==> config.mk <==
export PLATFORM = sky130hd
export DESIGN_NAME = trap_csr_unit
export DESIGN_NICKNAME = d
export VERILOG_FILES = /design/src/rtl/trap_csr_unit_pkg.sv /design/src/rtl/trap_csr_unit_counter64.sv /design/src/rtl/trap_csr_unit.sv
export SDC_FILE = /design/constraint.sdc
export NUM_CORES = 1
export LEC_CHECK = 0
export CAP_MARGIN = 5
export CORE_UTILIZATION = 55
export DETAILED_ROUTE_END_ITERATION = 12
export DONT_BUFFER_PORTS = 1
export PLACE_DENSITY = 0.7
export SYNTH_ARGS = -nofsm -noshare
export SYNTH_HDL_FRONTEND = slang
export SYNTH_SLANG_ARGS = --single-unit
export TNS_END_PERCENT = 30
==> constraint.sdc <==
create_clock -name clk -period 3 [get_ports clk]
set_input_delay 0.15 -clock clk [delete_from_list [all_inputs] [get_ports clk]]
set_output_delay 0.15 -clock clk [all_outputs]
set_load 0.005 [all_outputs]
==> src/rtl/trap_csr_unit_pkg.sv <==
// Shared types and constants for the machine-mode CSR file and trap sequencer.
// The optional 64-bit counters are enabled by defining TRAP_CSR_COUNTERS_EN.
package trap_csr_unit_pkg;

    typedef enum logic [1:0] {
        CSR_RW = 2'b01,
        CSR_RS = 2'b10,
        CSR_RC = 2'b11
    } csr_op_t;

    typedef enum logic {
        TRAP_ENTER  = 1'b0,
        TRAP_RETURN = 1'b1
    } trap_mode_t;

    typedef struct packed {
        logic        valid;
        trap_mode_t  mode;
        logic [31:0] cause;
        logic [31:0] pc;
        logic [31:0] tval;
    } trap_pkt_t;

    localparam logic [11:0] CSR_MSTATUS  = 12'h300;
    localparam logic [11:0] CSR_MISA     = 12'h301;
    localparam logic [11:0] CSR_MTVEC    = 12'h305;
    localparam logic [11:0] CSR_MSCRATCH = 12'h340;
    localparam logic [11:0] CSR_MEPC     = 12'h341;
    localparam logic [11:0] CSR_MCAUSE   = 12'h342;
    localparam logic [11:0] CSR_MTVAL    = 12'h343;
    localparam logic [11:0] CSR_MHARTID  = 12'hF14;
    localparam logic [11:0] CSR_MCYCLE    = 12'hB00;
    localparam logic [11:0] CSR_MCYCLEH   = 12'hB80;
    localparam logic [11:0] CSR_MINSTRET  = 12'hB02;
    localparam logic [11:0] CSR_MINSTRETH = 12'hB82;

    localparam int MSTATUS_MIE    = 3;
    localparam int MSTATUS_MPIE   = 7;
    localparam int MSTATUS_MPP_LO = 11;

    // Undefined op encodings leave the register unchanged.
    function automatic logic [31:0] csr_apply_op(input csr_op_t op,
                                                 input logic [31:0] old_val,
                                                 input logic [31:0] wdata);
        logic [31:0] result;
        case (op)
            CSR_RW:  result = wdata;
            CSR_RS:  result = old_val | wdata;
            CSR_RC:  result = old_val & ~wdata;
            default: result = old_val;
        endcase
        return result;
    endfunction

endpackage

==> src/rtl/trap_csr_unit_counter64.sv <==
// 64-bit free-running counter with independently writable 32-bit halves.
// A write to either half overrides the increment for that cycle.
module trap_csr_counter64 (
    input  logic        clk_i,
    input  logic        rst_ni,
    input  logic        inc_i,
    input  logic        wr_lo_i,
    input  logic        wr_hi_i,
    input  logic [31:0] wdata_i,
    output logic [63:0] count_o
);

    logic [63:0] count_q;
    logic [63:0] count_d;

    always_comb begin
        count_d = count_q;
        if (wr_lo_i) begin
            count_d[31:0] = wdata_i;
        end else if (wr_hi_i) begin
            count_d[63:32] = wdata_i;
        end else if (inc_i) begin
            count_d = count_q + 64'd1;
        end
    end

    always_ff @(posedge clk_i or negedge rst_ni) begin
        if (!rst_ni) begin
            count_q <= '0;
        end else begin
            count_q <= count_d;
        end
    end

    assign count_o = count_q;

endmodule

==> src/rtl/trap_csr_unit.sv <==
// Machine-mode CSR file and trap sequencer for the single-cycle core.
// Define TRAP_CSR_COUNTERS_EN to add the mcycle/minstret counters.
module trap_csr_unit
    import trap_csr_unit_pkg::*;
#(
    parameter logic [31:0] RESET_MTVEC = 32'h0000_0100,
    parameter logic [31:0] HART_ID     = 32'h0,
    parameter logic [31:0] MISA_VAL    = 32'h4000_0100
) (
    input  logic        clk,
    input  logic        rst_n,
    input  trap_pkt_t   trap_pkt,
    input  logic [11:0] csr_addr,
    input  csr_op_t     csr_op,
    input  logic        csr_en,
    input  logic        csr_we,
    input  logic [31:0] csr_wdata,
    input  logic        instret,
    output logic [31:0] csr_rdata,
    output logic        csr_illegal,
    output logic        redirect,
    output logic [31:0] redirect_pc
);

    logic        mie_q, mie_d;
    logic        mpie_q, mpie_d;
    logic [31:0] mtvec_q, mtvec_d;
    logic [31:0] mscratch_q, mscratch_d;
    logic [31:0] mepc_q, mepc_d;
    logic [31:0] mcause_q, mcause_d;
    logic [31:0] mtval_q, mtval_d;

    logic [31:0] mstatus_rd;
    logic [31:0] read_val;
    logic        implemented;
    logic        csr_write;
    logic [31:0] csr_wval;
    logic        trap_enter;

    assign trap_enter = trap_pkt.valid && (trap_pkt.mode == TRAP_ENTER);

`ifdef TRAP_CSR_COUNTERS_EN
    logic [63:0] mcycle;
    logic [63:0] minstret;

    trap_csr_counter64 u_mcycle (
        .clk_i   (clk),
        .rst_ni  (rst_n),
        .inc_i   (1'b1),
        .wr_lo_i (csr_write && (csr_addr == CSR_MCYCLE)),
        .wr_hi_i (csr_write && (csr_addr == CSR_MCYCLEH)),
        .wdata_i (csr_wval),
        .count_o (mcycle)
    );

    trap_csr_counter64 u_minstret (
        .clk_i   (clk),
        .rst_ni  (rst_n),
        .inc_i   (instret && !trap_enter),
        .wr_lo_i (csr_write && (csr_addr == CSR_MINSTRET)),
        .wr_hi_i (csr_write && (csr_addr == CSR_MINSTRETH)),
        .wdata_i (csr_wval),
        .count_o (minstret)
    );
`else
    logic unused_instret;
    assign unused_instret = instret;
`endif

    // MPP is hardwired to machine mode, so only MIE and MPIE are actually held in flops.
    always_comb begin
        mstatus_rd                          = '0;
        mstatus_rd[MSTATUS_MIE]             = mie_q;
        mstatus_rd[MSTATUS_MPIE]            = mpie_q;
        mstatus_rd[MSTATUS_MPP_LO +: 2]     = 2'b11;
    end

    always_comb begin
        read_val    = '0;
        implemented = 1'b1;
        case (csr_addr)
            CSR_MSTATUS:   read_val = mstatus_rd;
            CSR_MISA:      read_val = MISA_VAL;
            CSR_MTVEC:     read_val = mtvec_q;
            CSR_MSCRATCH:  read_val = mscratch_q;
            CSR_MEPC:      read_val = mepc_q;
            CSR_MCAUSE:    read_val = mcause_q;
            CSR_MTVAL:     read_val = mtval_q;
            CSR_MHARTID:   read_val = HART_ID;
`ifdef TRAP_CSR_COUNTERS_EN
            CSR_MCYCLE:    read_val = mcycle[31:0];
            CSR_MCYCLEH:   read_val = mcycle[63:32];
            CSR_MINSTRET:  read_val = minstret[31:0];
            CSR_MINSTRETH: read_val = minstret[63:32];
`endif
            default:       implemented = 1'b0;
        endcase
    end

    assign csr_rdata   = read_val;
    assign csr_illegal = csr_en && (!implemented || (csr_we && (csr_addr[11:10] == 2'b11)));
    assign csr_write   = csr_en && csr_we && !csr_illegal && !trap_pkt.valid;
    assign csr_wval    = csr_apply_op(csr_op, read_val, csr_wdata);

    assign redirect    = trap_pkt.valid;
    assign redirect_pc = (trap_pkt.mode == TRAP_RETURN) ? mepc_q : (mtvec_q & ~32'h3);

    // A trap in the same cycle as a CSR write wins: the faulting instruction never commits.
    always_comb begin
        mie_d      = mie_q;
        mpie_d     = mpie_q;
        mtvec_d    = mtvec_q;
        mscratch_d = mscratch_q;
        mepc_d     = mepc_q;
        mcause_d   = mcause_q;
        mtval_d    = mtval_q;
        if (trap_pkt.valid) begin
            if (trap_pkt.mode == TRAP_ENTER) begin
                mepc_d   = trap_pkt.pc & ~32'h3;
                mcause_d = trap_pkt.cause;
                mtval_d  = trap_pkt.tval;
                mpie_d   = mie_q;
                mie_d    = 1'b0;
            end else begin
                mie_d  = mpie_q;
                mpie_d = 1'b1;
            end
        end else if (csr_write) begin
            case (csr_addr)
                CSR_MSTATUS: begin
                    mie_d  = csr_wval[MSTATUS_MIE];
                    mpie_d = csr_wval[MSTATUS_MPIE];
                end
                CSR_MTVEC:    mtvec_d    = csr_wval & ~32'h3;
                CSR_MSCRATCH: mscratch_d = csr_wval;
                CSR_MEPC:     mepc_d     = csr_wval & ~32'h3;
                CSR_MCAUSE:   mcause_d   = csr_wval;
                CSR_MTVAL:    mtval_d    = csr_wval;
                default:      ;
            endcase
        end
    end

    always_ff @(posedge clk or negedge rst_n) begin
        if (!rst_n) begin
            mie_q      <= 1'b0;
            mpie_q     <= 1'b0;
            mtvec_q    <= RESET_MTVEC & ~32'h3;
            mscratch_q <= '0;
            mepc_q     <= '0;
            mcause_q   <= '0;
            mtval_q    <= '0;
        end else begin
            mie_q      <= mie_d;
            mpie_q     <= mpie_d;
            mtvec_q    <= mtvec_d;
            mscratch_q <= mscratch_d;
            mepc_q     <= mepc_d;
            mcause_q   <= mcause_d;
            mtval_q    <= mtval_d;
        end
    end

endmodule
======== After elaboration in Yosys (flattened, before gate mapping) ========
Index checks and enable logic that the tools add are counted.
word-level totals
  input bits .............................. 149
  flip-flop bits (word level) ............. 160
cells by class
  muxes and demuxes ....................... 24
  eq/ne operators ......................... 13
  reductions and logical operators ........ 21
  bitwise gates (word level) .............. 4
operator list
  cell                                                               count
  32-bit 2-to-1 mux                                                  13
  32-bit one-hot mux with 7 select lines                             1
  32-bit one-hot mux with 3 select lines                             1
  12-bit by 10-bit == test with 1-bit output, second input constant  7
  32-bit bitwise AND                                                 1
  32-bit NOT                                                         1
  32-bit OR                                                          1
  3-bit AND reduction                                                5
  12-bit == test, second input constant                              1
  2-bit nonzero test                                                 5
  1-bit 2-to-1 mux                                                   9
  8-bit OR reduction                                                 1
  2-bit == test, second input constant                               3
  1-bit logical AND                                                  5
  1-bit zero test                                                    3
  2-bit by 1-bit == test with 1-bit output, second input constant    1
  2-bit != test, second input constant                               1
  2-bit AND reduction                                                1
  1-bit logical OR                                                   1
  1-bit NOT                                                          1

======== Longest topological paths before layout ========
  depth in word-level cells ............... 11
  mapped depth ............................ 10

======== Least setup slack after synthesis ========
No wires, ideal clock.
  kind .................................... input to register
  start ................................... input csr_addr[5]
  end ..................................... register mscratch_q[26]
  required time ........................... 2.875 ns
  setup slack ............................. 0.789 ns
  data arrival time ....................... 2.087 ns
  cell stages on the path ................. 8
  setup time .............................. 0.125 ns
  path buffers ............................ 4
  path through ............................ or4_4 -> buf_6 -> or2_1 -> buf_6 -> nor3b_1 -> buf_2 -> buf_4 -> mux2_2
on the way
  word-level cells in the longest chain between the ends .. 10
  elaborated cells between the ends (all ways) .. 21
  classes of those cells .................. eq/ne (8); mux (3); bitwise (2); reduce/logical (8)
ends and longest elaborated chain
  element                                 line                  text
  start, declared                         trap_csr_unit.sv:13   input logic [11:0] csr_addr,
  12-bit == test (tied with other cells)  trap_csr_unit.sv:81   case (csr_addr)
  8-bit OR reduction (no source line)     n/a
  1-bit 2-to-1 mux                        trap_csr_unit.sv:81
  1-bit zero test                         trap_csr_unit.sv:101  assign csr_illegal = csr_en && (!implemented || (csr_we && (csr_addr[11:10] == 2'b11)));
  1-bit logical OR                        trap_csr_unit.sv:101
  1-bit logical AND                       trap_csr_unit.sv:101
  1-bit zero test                         trap_csr_unit.sv:102  assign csr_write = csr_en && csr_we && !csr_illegal && !trap_pkt.valid;
  1-bit logical AND (2 in a row)          trap_csr_unit.sv:102
  3-bit AND reduction (no source line)    n/a
  end signal, assigned                    trap_csr_unit.sv:157  mscratch_q <= mscratch_d;
  end, declared                           trap_csr_unit.sv:28   logic [31:0] mscratch_q, mscratch_d;
Several ways; a longest one is shown, not always the timed one.
A chain may end at the register's enable or synchronous reset.

======== Worst setup path in the final report ========
  start ................................... register mpie_q
  end ..................................... register mpie_q
on the way
  word-level cells in the longest chain between the ends .. 6
  elaborated cells between the ends (all ways) .. 7
  classes of those cells .................. mux (5); bitwise (2)
ends and longest elaborated chain
  element                                          line                                              text
  start, declared                                  trap_csr_unit.sv:26                               logic mpie_q, mpie_d;
  start signal, assigned                           trap_csr_unit.sv:155                              mpie_q <= mpie_d;
  32-bit one-hot mux with 7 select lines *         trap_csr_unit.sv:81
  32-bit bitwise AND or 32-bit OR (tied branches)  trap_csr_unit_pkg.sv:49, trap_csr_unit_pkg.sv:48
  32-bit one-hot mux with 3 select lines *         trap_csr_unit_pkg.sv:46                           case (op)
  1-bit 2-to-1 mux *                               trap_csr_unit.sv:129                              case (csr_addr)
  1-bit 2-to-1 mux *                               trap_csr_unit.sv:128                              end else if (csr_write) begin
  1-bit 2-to-1 mux *                               trap_csr_unit.sv:117                              if (trap_pkt.valid) begin
Every way passes the cells marked *; elsewhere a longest branch is shown, timed or not. The select of a mux whose other input is x is not followed.

==> impl_metrics.tcl <==
set metrics [dict create \
    outcome "finished with violations" \
    violations "negative hold slack" \
    post-cts-setup-buffer-count 0 \
    drtAntennaViolNets 0 \
    clockBufferDepth 2 \
    rows 48 \
    grt_max_degree 159 \
    drv_slew 0 \
    area_growth_pct 19.2 \
    drc 0 \
    clock_sinks 158 \
    hold_path.class "primary input to asynchronous set/reset pin" \
    dieArea_um2 18300 \
    critPathKind "flop to flop" \
    cts_tree "yes" \
    cts_resized 0 \
    syn-cell-area_um2 9740 \
    holdWs_ps -584 \
    grtUsageTotal_pct 36.3 \
    p_seq_share_pct 43.9 \
    ys_types 61 \
    cts_inserted_buffers 17 \
    pin_count 215 \
    root_buffer "clkbuf_16" \
    htree_levels 4 \
    final_common_cell "dfrtp_1" \
    ir_drop_v 0.000417 \
    postSynthAreaPerCell_um2 8.90 \
    hold_viol 158 \
    synth-seq-cells 158 \
    worstMarginPinSlew_ps 1220 \
    antenna_found_initial 0 \
    dieWidth_um 135 \
    place_congestion 0.839 \
    power.share.switching_pct 26.9 \
    p_comb_share_pct 15.7 \
    drt_iter0_markers 757 \
    fin_nets 1316 \
    rsz0062_at_grt "no" \
    synth_edf_count 0 \
    cts.reportedPaths.clkPinSlew_ps 60 \
    drive_above_1_share_pct 12.2 \
    max_slew_margin_pct 18.7 \
    coreArea_um2 17300 \
    diodes 0 \
    stdcell_area_um2 11600 \
    period_minus_slack_ps 2550 \
    fin_crit_sh_pct 85.0 \
    port_buffers 0 \
    endpoint_kind "flop" \
    routed_wl_um 32500 \
    grt_pass1_wl_um 49700 \
    crit_fanout 3 \
    num-fill-cells 1396 \
    setup_violations 0 \
    netlist_instances 1095 \
    final_cell_mix "157 x dfrtp_1, 139 x nand2_1, 116 x dlygate4sd3_1" \
    max_freq_mhz 392 \
    place_area_um2 9830 \
    synth-main-ff-cell "dfrtp_1" \
    worstPathRequired_ps 3310 \
    rr_worst_depth 7 \
    dp_hpwl_um 19100 \
    net-switching-power_uw 1480 \
    drtPass1Iterations 5 \
    first_global_vias 8829 \
    clk_latency_ps 430 \
    dpl.cell_count 1256 \
    die_y_um 135 \
    wl_per_cell_um 23.1 \
    finClkSkew_ps 6.66 \
    clock_power_share_pct 40.3 \
    power_density_nw_per_um2 476 \
    via_per_inst 6.41 \
    vias 9001 \
    start_kind "flop" \
    overflow 0 \
    leakagePower_uw 0.00514 \
    ys_seq_area_share_pct 40.6 \
    arrival_ps 2850 \
    synth_top_area_share_pct 40.3 \
    yosysWarnings 0 \
    final.setup.tns_ps 0 \
    async_reset_ff_share_pct 100 \
    initial_core_util_pct 56.3 \
    hold_buffers 117 \
    final_cell_count_no_fill 1405 \
    intPower_uw 4040 \
    synth_largest_area_cell "dfrtp_1" \
    yosys-top-cells-area "dfrtp_1 40%, mux2i_1 7.4%, mux2_2 5.9%, nand2_1 5.4%, o21ai_1 4.4%" \
    max_cap_viol_count 0 \
]
==> cells by family after synthesis <==
group	synth area share (%)
AND/OR/NAND/NOR	12.3
other	0.0385
flip-flops	40.6
buffers and inverters	6.37
multiplexers	13.3
XOR/XNOR	1.08
AO/OA/AOI/OAI	26.3
==> worst max-delay path: stages (launching register included) <==
cell,delay [ps]
dfrtp_1,400
mux2i_1,160
o21ai_0,110
a221oi_1,450
a21oi_1,150
a211oi_1,450
o31ai_1,140
dlygate4sd3_1,580
==> layout make-up <==
| type | instances | area [µm²] | share of cell area (%) |
|---|---|---|---|
| clock buffers | 18 | 429 | 3.70 |
| clock inverters | 14 | 169 | 1.45 |
| repair buffers | 143 | 1410 | 12.2 |
| flip-flops and latches | 158 | 3960 | 34.1 |
| well taps | 225 | 282 | 2.42 |
| inverters | 38 | 143 | 1.23 |
| multi-input cells | 809 | 5220 | 45.0 |
==> flip-flops by register name, summed over array words and instances, names as in the netlist <==
register and cells:
mepc_q 30, mtvec_q 30, mtval_q 32, mpie_q 1, mie_q 1, mscratch_q 32, mcause_q 32
==> synth_stat cells (22+ instances only) <==
cell,count
dfrtp_1,157
nand2_1,140
o21ai_1,86
a21oi_1,77
nor2_1,77
mux2i_1,72
o21ai_0,54
mux2_2,51
clkbuf_1,45
o22ai_1,41
inv_1,37
a21o_1,32
a22oi_1,22
o31ai_1,22
==> routing by layer <==
| metal | vias to the layer above | routed length, µm | part of all wire (%) | GRT usage [%] |
|---|---|---|---|---|
| li1 | 4084 | - | - | - |
| met1 | 4387 | 13600 | 42 | 47.5 |
| met2 | 467 | 15300 | 47 | 58.1 |
| met3 | 63 | 2690 | 8.3 | 7.81 |
| met4 | 0 | 934 | 2.9 | 15.4 |
| met5 | - | 0 | 0 | 0 |
==> path summary, 6_finish.rpt <==
path	startpoint	end	slack [ps]
max in group asynchronous	rst_n	mepc_q[31]$_DFFE_PN0P_	3230
worst max-delay path	mpie_q$_DFFE_PN0P_	mpie_q$_DFFE_PN0P_	450
min in group clk	trap_pkt[97]	mtval_q[18]$_DFFE_PN0P_	10
worst min-delay path	rst_n	mepc_q[21]$_DFFE_PN0P_	-580
worst min register to register	mtval_q[18]$_DFFE_PN0P_	mtval_q[18]$_DFFE_PN0P_	480
worst max register to register	mpie_q$_DFFE_PN0P_	mpie_q$_DFFE_PN0P_	450
==> power by group through the flow <==
stage	logic (µW)	registers [µW]	clock network, µW
2_1_floorplan	602	2430	0
3_3_place_gp	685	2460	0
3_5_place_dp	699	2460	0
4_1_cts	848	2420	2240
5_1_grt	948	2450	2330
6_report	868	2430	2230
==> through the flow <==
stage | hold WS, ps | power (µW) | utilization, % | setup WS, ps
global route | -595 | 5730 | 67.1 | 186
CTS | -595 | 5520 | 67.1 | 493
global placement | -140 | 3140 | 56.8 | 628
floorplan | -146 | 3030 | - | 789
finish | -584 | 5530 | 67.1 | 451
detailed placement | -140 | 3160 | 56.8 | 543
(Power assumes the default switching activity.)
